**config.mk**
```make
export PLATFORM = sky130hd
export DESIGN_NAME = host_cmd_queue
export DESIGN_NICKNAME = d
export VERILOG_FILES = /design/src/rtl/host_cmd_queue.sv
export SDC_FILE = /design/constraint.sdc
export NUM_CORES = 1
export LEC_CHECK = 0
export CELL_PAD_IN_SITES_DETAIL_PLACEMENT = 1
export CELL_PAD_IN_SITES_GLOBAL_PLACEMENT = 2
export CORE_ASPECT_RATIO = 0.6
export CORE_MARGIN = 4
export CORE_UTILIZATION = 40
export DETAILED_ROUTE_END_ITERATION = 12
export PLACE_DENSITY = 0.67
export RECOVER_POWER = 25
export SLEW_MARGIN = 10
export SYNTH_ARGS = -nofsm -noshare
export SYNTH_HDL_FRONTEND = slang
export SYNTH_SLANG_ARGS = --single-unit
```
**constraint.sdc**
```tcl
create_clock -name gpuClock -period 12.52 [get_ports gpuClock]
set_input_delay 3.756 -clock gpuClock [delete_from_list [all_inputs] [get_ports gpuClock]]
set_output_delay 3.756 -clock gpuClock [all_outputs]
set_load 0.005 [all_outputs]
```
**src/rtl/host_cmd_queue.sv**
```systemverilog
// host_cmd_queue: host-to-commandBuffer command FIFO. Issue is paced by gpuBusy
// and a fixed gap, and read-back data for layer-header reads is captured for the host.
module host_cmd_queue #(
  parameter int DEPTH     = 16,
  parameter int ADDR_W    = 4,
  parameter int ISSUE_GAP = 2,
  parameter int READ_LAT  = 2
) (
  input  logic              gpuClock,
  input  logic              reset,
  input  logic              hostWrite,
  input  logic [15:0]       hostCmd,
  input  logic [15:0]       hostData,
  output logic              hostFull,
  output logic [ADDR_W:0]   hostCount,
  output logic              hostOverflow,
  input  logic              gpuBusy,
  input  logic [15:0]       dataFromGpu,
  output logic [15:0]       interfaceCmd,
  output logic [15:0]       interfaceData,
  output logic [15:0]       hostReadData,
  output logic              hostReadValid
);

  localparam int GAP_W = (ISSUE_GAP < 2) ? 1 : $clog2(ISSUE_GAP + 1);
  localparam logic [ADDR_W:0]  FULL_COUNT  = (ADDR_W + 1)'(DEPTH);
  localparam logic [GAP_W-1:0] GAP_LOAD    = GAP_W'(ISSUE_GAP);
  localparam logic [6:0]       READ_OPCODE = 7'b0100100;

  typedef enum logic {S_WAIT, S_GAP} state_t;

  state_t              state, state_next;
  logic [GAP_W-1:0]    gap_cnt, gap_next;
  logic [31:0]         mem [DEPTH];
  logic [ADDR_W-1:0]   wr_ptr, rd_ptr;
  logic [ADDR_W:0]     count;
  logic                full, push, pop, tag_in;
  logic [31:0]         head;
  logic [15:0]         cmd_next, data_next;
  logic [READ_LAT-1:0] read_tag;

  // Fullness comes from the registered count, so a same-cycle pop never makes room.
  assign full      = (count == FULL_COUNT);
  assign push      = hostWrite && !full;
  assign head      = mem[rd_ptr];
  assign tag_in    = pop && (head[31:25] == READ_OPCODE);
  assign hostFull  = full;
  assign hostCount = count;

  // NOTE: storage carries no reset; validity is defined solely by pointers and count.
  always_ff @(posedge gpuClock) begin
    if (push) mem[wr_ptr] <= {hostCmd, hostData};
  end

  // NOTE: clocked blocks use <= so every register updates from pre-edge values.
  always_ff @(posedge gpuClock) begin
    if (!reset) begin
      wr_ptr       <= '0;
      rd_ptr       <= '0;
      count        <= '0;
      hostOverflow <= 1'b0;
    end else begin
      if (push) wr_ptr <= wr_ptr + ADDR_W'(1);
      if (pop)  rd_ptr <= rd_ptr + ADDR_W'(1);
      count <= count + (ADDR_W + 1)'(push) - (ADDR_W + 1)'(pop);
      if (hostWrite && full) hostOverflow <= 1'b1;
    end
  end

  // NOTE: every output of this block gets a default first, so no latch is inferred.
  always_comb begin
    state_next = state;
    gap_next   = gap_cnt;
    pop        = 1'b0;
    cmd_next   = '0;
    data_next  = '0;
    unique case (state)
      S_WAIT: begin
        if (count != '0 && !gpuBusy) begin
          pop                   = 1'b1;
          {cmd_next, data_next} = head;
          gap_next              = GAP_LOAD;
          state_next            = S_GAP;
        end
      end
      S_GAP: begin
        gap_next = gap_cnt - GAP_W'(1);
        if (gap_cnt == GAP_W'(1)) state_next = S_WAIT;
      end
      default: state_next = S_WAIT;
    endcase
  end

  always_ff @(posedge gpuClock) begin
    if (!reset) begin
      state         <= S_WAIT;
      gap_cnt       <= '0;
      interfaceCmd  <= '0;
      interfaceData <= '0;
      read_tag      <= '0;
      hostReadData  <= '0;
      hostReadValid <= 1'b0;
    end else begin
      state         <= state_next;
      gap_cnt       <= gap_next;
      interfaceCmd  <= cmd_next;
      interfaceData <= data_next;
      // Tag enters on the pop edge and exits READ_LAT edges later, when the data is valid.
      read_tag      <= (read_tag << 1) | READ_LAT'(tag_in);
      hostReadValid <= read_tag[READ_LAT-1];
      if (read_tag[READ_LAT-1]) hostReadData <= dataFromGpu;
    end
  end

endmodule

```
==> impl_metrics.json <==
{
  "p_switching_w": 0.00115,
  "ant_nets": 0,
  "fillerInstances": 4888,
  "power.internal_w": 0.00356,
  "routed_wl_um": 49300,
  "cp_max_fo": 65,
  "final_cell_mix": "edfxtp_1, mux4_2, clkdlybuf4s50_1",
  "clockBufferDepth": 3,
  "drtIter0Drc": 880,
  "skew_ns": 0.0209,
  "async_flop_share_pct": 0,
  "die_h_um": 189,
  "crit_path_start_kind": "primary input",
  "drc": 0,
  "p_seq_share_pct": 48.1,
  "clkTransAtPathRegs_ns": 0.07,
  "post_cts_resized": 0,
  "yosys_register_bits": 584,
  "cts_sinks": 584,
  "avgViaCountPerCell": 5.35,
  "maxCapViolCount": 1,
  "finalCritPeriodShare_pct": 53.9,
  "final_nets": 1187,
  "grt_pass1_wl_um": 74000,
  "grt_remaining_overflow": 0,
  "slew_headroom_pct": -109,
  "worst_slew_pin_slew_ns": 3.13,
  "routedWlPerCell_um": 26.2,
  "syn_area_mm2": 0.0219,
  "crit_path_end_kind": "flop",
  "p_clk_share_pct": 34.9,
  "avgSynthCellArea_um2": 22.1,
  "grt_max_degree": 112,
  "rsz0062_at_grt": "false",
  "clock.fmax_mhz": 148,
  "io_buffers": 107,
  "final_area_mm2": 0.0256,
  "area_growth_pct": 16.9,
  "clock-root-buffer": "clkbuf_16",
  "hold_buffers": 0,
  "layout_commonest_cell": "edfxtp_1",
  "yosysWarnings": 0,
  "drv_slew": 66,
  "post-dp-hpwl_um": 27400,
  "core_area_mm2": 0.0542,
  "synth-edff-count": 512,
  "status": "finished, violations left",
  "die_w_um": 310,
  "cp_data_arrival_time_ns": 7.27,
  "r2r_start": "hostCount[2]",
  "final_util_pct": 47.3,
  "antennaDiodeCount": 0,
  "io_pins": 108,
  "synthFlopType": "edfxtp_1",
  "cts_tree": "built",
  "antenna_found_initial": 0,
  "hold_violations": 0,
  "syn_nets": 1055,
  "violations": "max-capacitance violations, max-slew violations",
  "vdd_drop_max_v": 0.000163,
  "die-area_mm2": 0.0587,
  "startpoint": "reset",
  "routed-via-count": 10100,
  "cts_htree_levels": 2,
  "start_util_pct": 40.5,
  "finalSetupTns_ns": 0,
  "ys_seq_area_share_pct": 76.7,
  "power_density_mw_per_mm2": 184,
  "setup_viol": 0,
  "cts_setup_buffers": 0,
  "grt_pass1_vias": 10700,
  "leakage_nw": 7.94,
  "post_synth_num_cell_types": 36,
  "clkLatencyLatePin_ns": 0.60,
  "dpl_cell_area_mm2": 0.0239,
  "min_from": "read_tag[0]",
  "drive_above_1_share_pct": 23.9,
  "p_comb_share_pct": 17.0,
  "place_congestion": 0.698,
  "track_usage_pct": 17.1,
  "num_rows": 66,
  "period_minus_slack_ns": 6.75,
  "drtPass1Iterations": 5,
  "cts-buffers-inserted": 53,
  "criticalPathCategory": "primary input to flop",
  "required_ns": 13.04,
  "synthCells": 991,
  "hold_class": "flop to flop",
  "swShare_pct": 24.4
}
per-layer routing:
metal	vias to the layer above	GRT usage [%]	wire length, um
li1	4333	-	-
met1	5422	26.7	23500
met2	253	25.7	22500
met3	63	3.01	2610
met4	0	2.96	690
met5	-	0	0
synthesized netlist by cell type (all sizes together) (4+ instances only):
cell type  count  area (um^2)
nor3           5         25.0
clkbuf        23         86.3
and2          14         87.6
dfxtp         72         1440
xnor2          8         70.1
nor2          24         90.1
a22oi          4         30.0
mux2i         25          250
nand2         16         60.1
mux4         152         3420
and3          29          181
ha            11          138
inv            9         33.8
nor2b         24          150
nand3          5         25.0
nand2b         5         31.3
buf           29          224
edfxtp       512        15400
cells by family (layout without fill, tap and decap cells):
kind of cell	count (synthesis)	count (layout)	share of synthesized area, %
DFF	584	584	76.7
muxes	180	180	16.9
and+or+nand+nor	130	130	3.25
buffers and inverters	61	238	1.57
AOI/OAI and AO/OA	15	15	0.474
adders and majority gates	12	12	0.719
xor gates and xnor gates	9	9	0.360
registers in the layout (all words and copies together), names as in the netlist, named ones only:
name and flops:
hostReadData 16, interfaceData 16, state 1, gap_cnt 2, hostOverflow 1, wr_ptr 4, hostReadValid 1, interfaceCmd 16
read_tag 2, hostCount 5, mem 512, rd_ptr 4
worst paths after layout:
| check | slack, ns | depth (start not counted) | to |
|---|---|---|---|
| hold / removal | 0.44 | 1 | read_tag[1] |
| setup reg to reg | 9.16 | 7 | mem[10][14] |
| setup / recovery | 5.77 | 5 | read_tag[0] |
| hold reg to reg | 0.44 | 1 | read_tag[1] |
metrics by stage:
stage	setup WS, ns	cells	hold slack [ns]	total power, W
6_report	5.77	1882	0.438	0.00471
5_1_grt	5.25	1882	0.503	0.00492
4_1_cts	6.35	1882	0.438	0.00478
3_5_place_dp	5.71	1782	0.421	0.00313
3_3_place_gp	5.81	1782	0.429	0.00313
2_1_floorplan	5.52	991	0.412	0.00288
final cells by class:
type / instances / area [um^2] / share of cell area [%]
Clock buffer: 70 / 1440 / 5.63
Clock inverter: 30 / 310 / 1.21
Inverter: 9 / 33.8 / 0.132
Multi-Input combinational cell: 346 / 4880 / 19.0
Sequential cell: 584 / 16800 / 65.7
Tap cell: 714 / 893 / 3.49
Timing Repair Buffer: 129 / 1240 / 4.84
critical path, stage by stage:
cell and delay [ns]:
buf_2 0.07, clkbuf_1 2.19, nand2_1 0.67, nor2_1 0.34, and4b_1 0.22
power by group through the flow:
stage / Combinational, W / Sequential [W] / Clock [W]
floorplan: 0.000596 / 0.00228 / 0
global placement: 0.000820 / 0.00231 / 0
detailed placement: 0.000826 / 0.00231 / 0
CTS: 0.000828 / 0.00227 / 0.00168
global route: 0.000873 / 0.00228 / 0.00177
finish: 0.000800 / 0.00226 / 0.00164
Note: power is estimated with default switching activity, not from simulation.
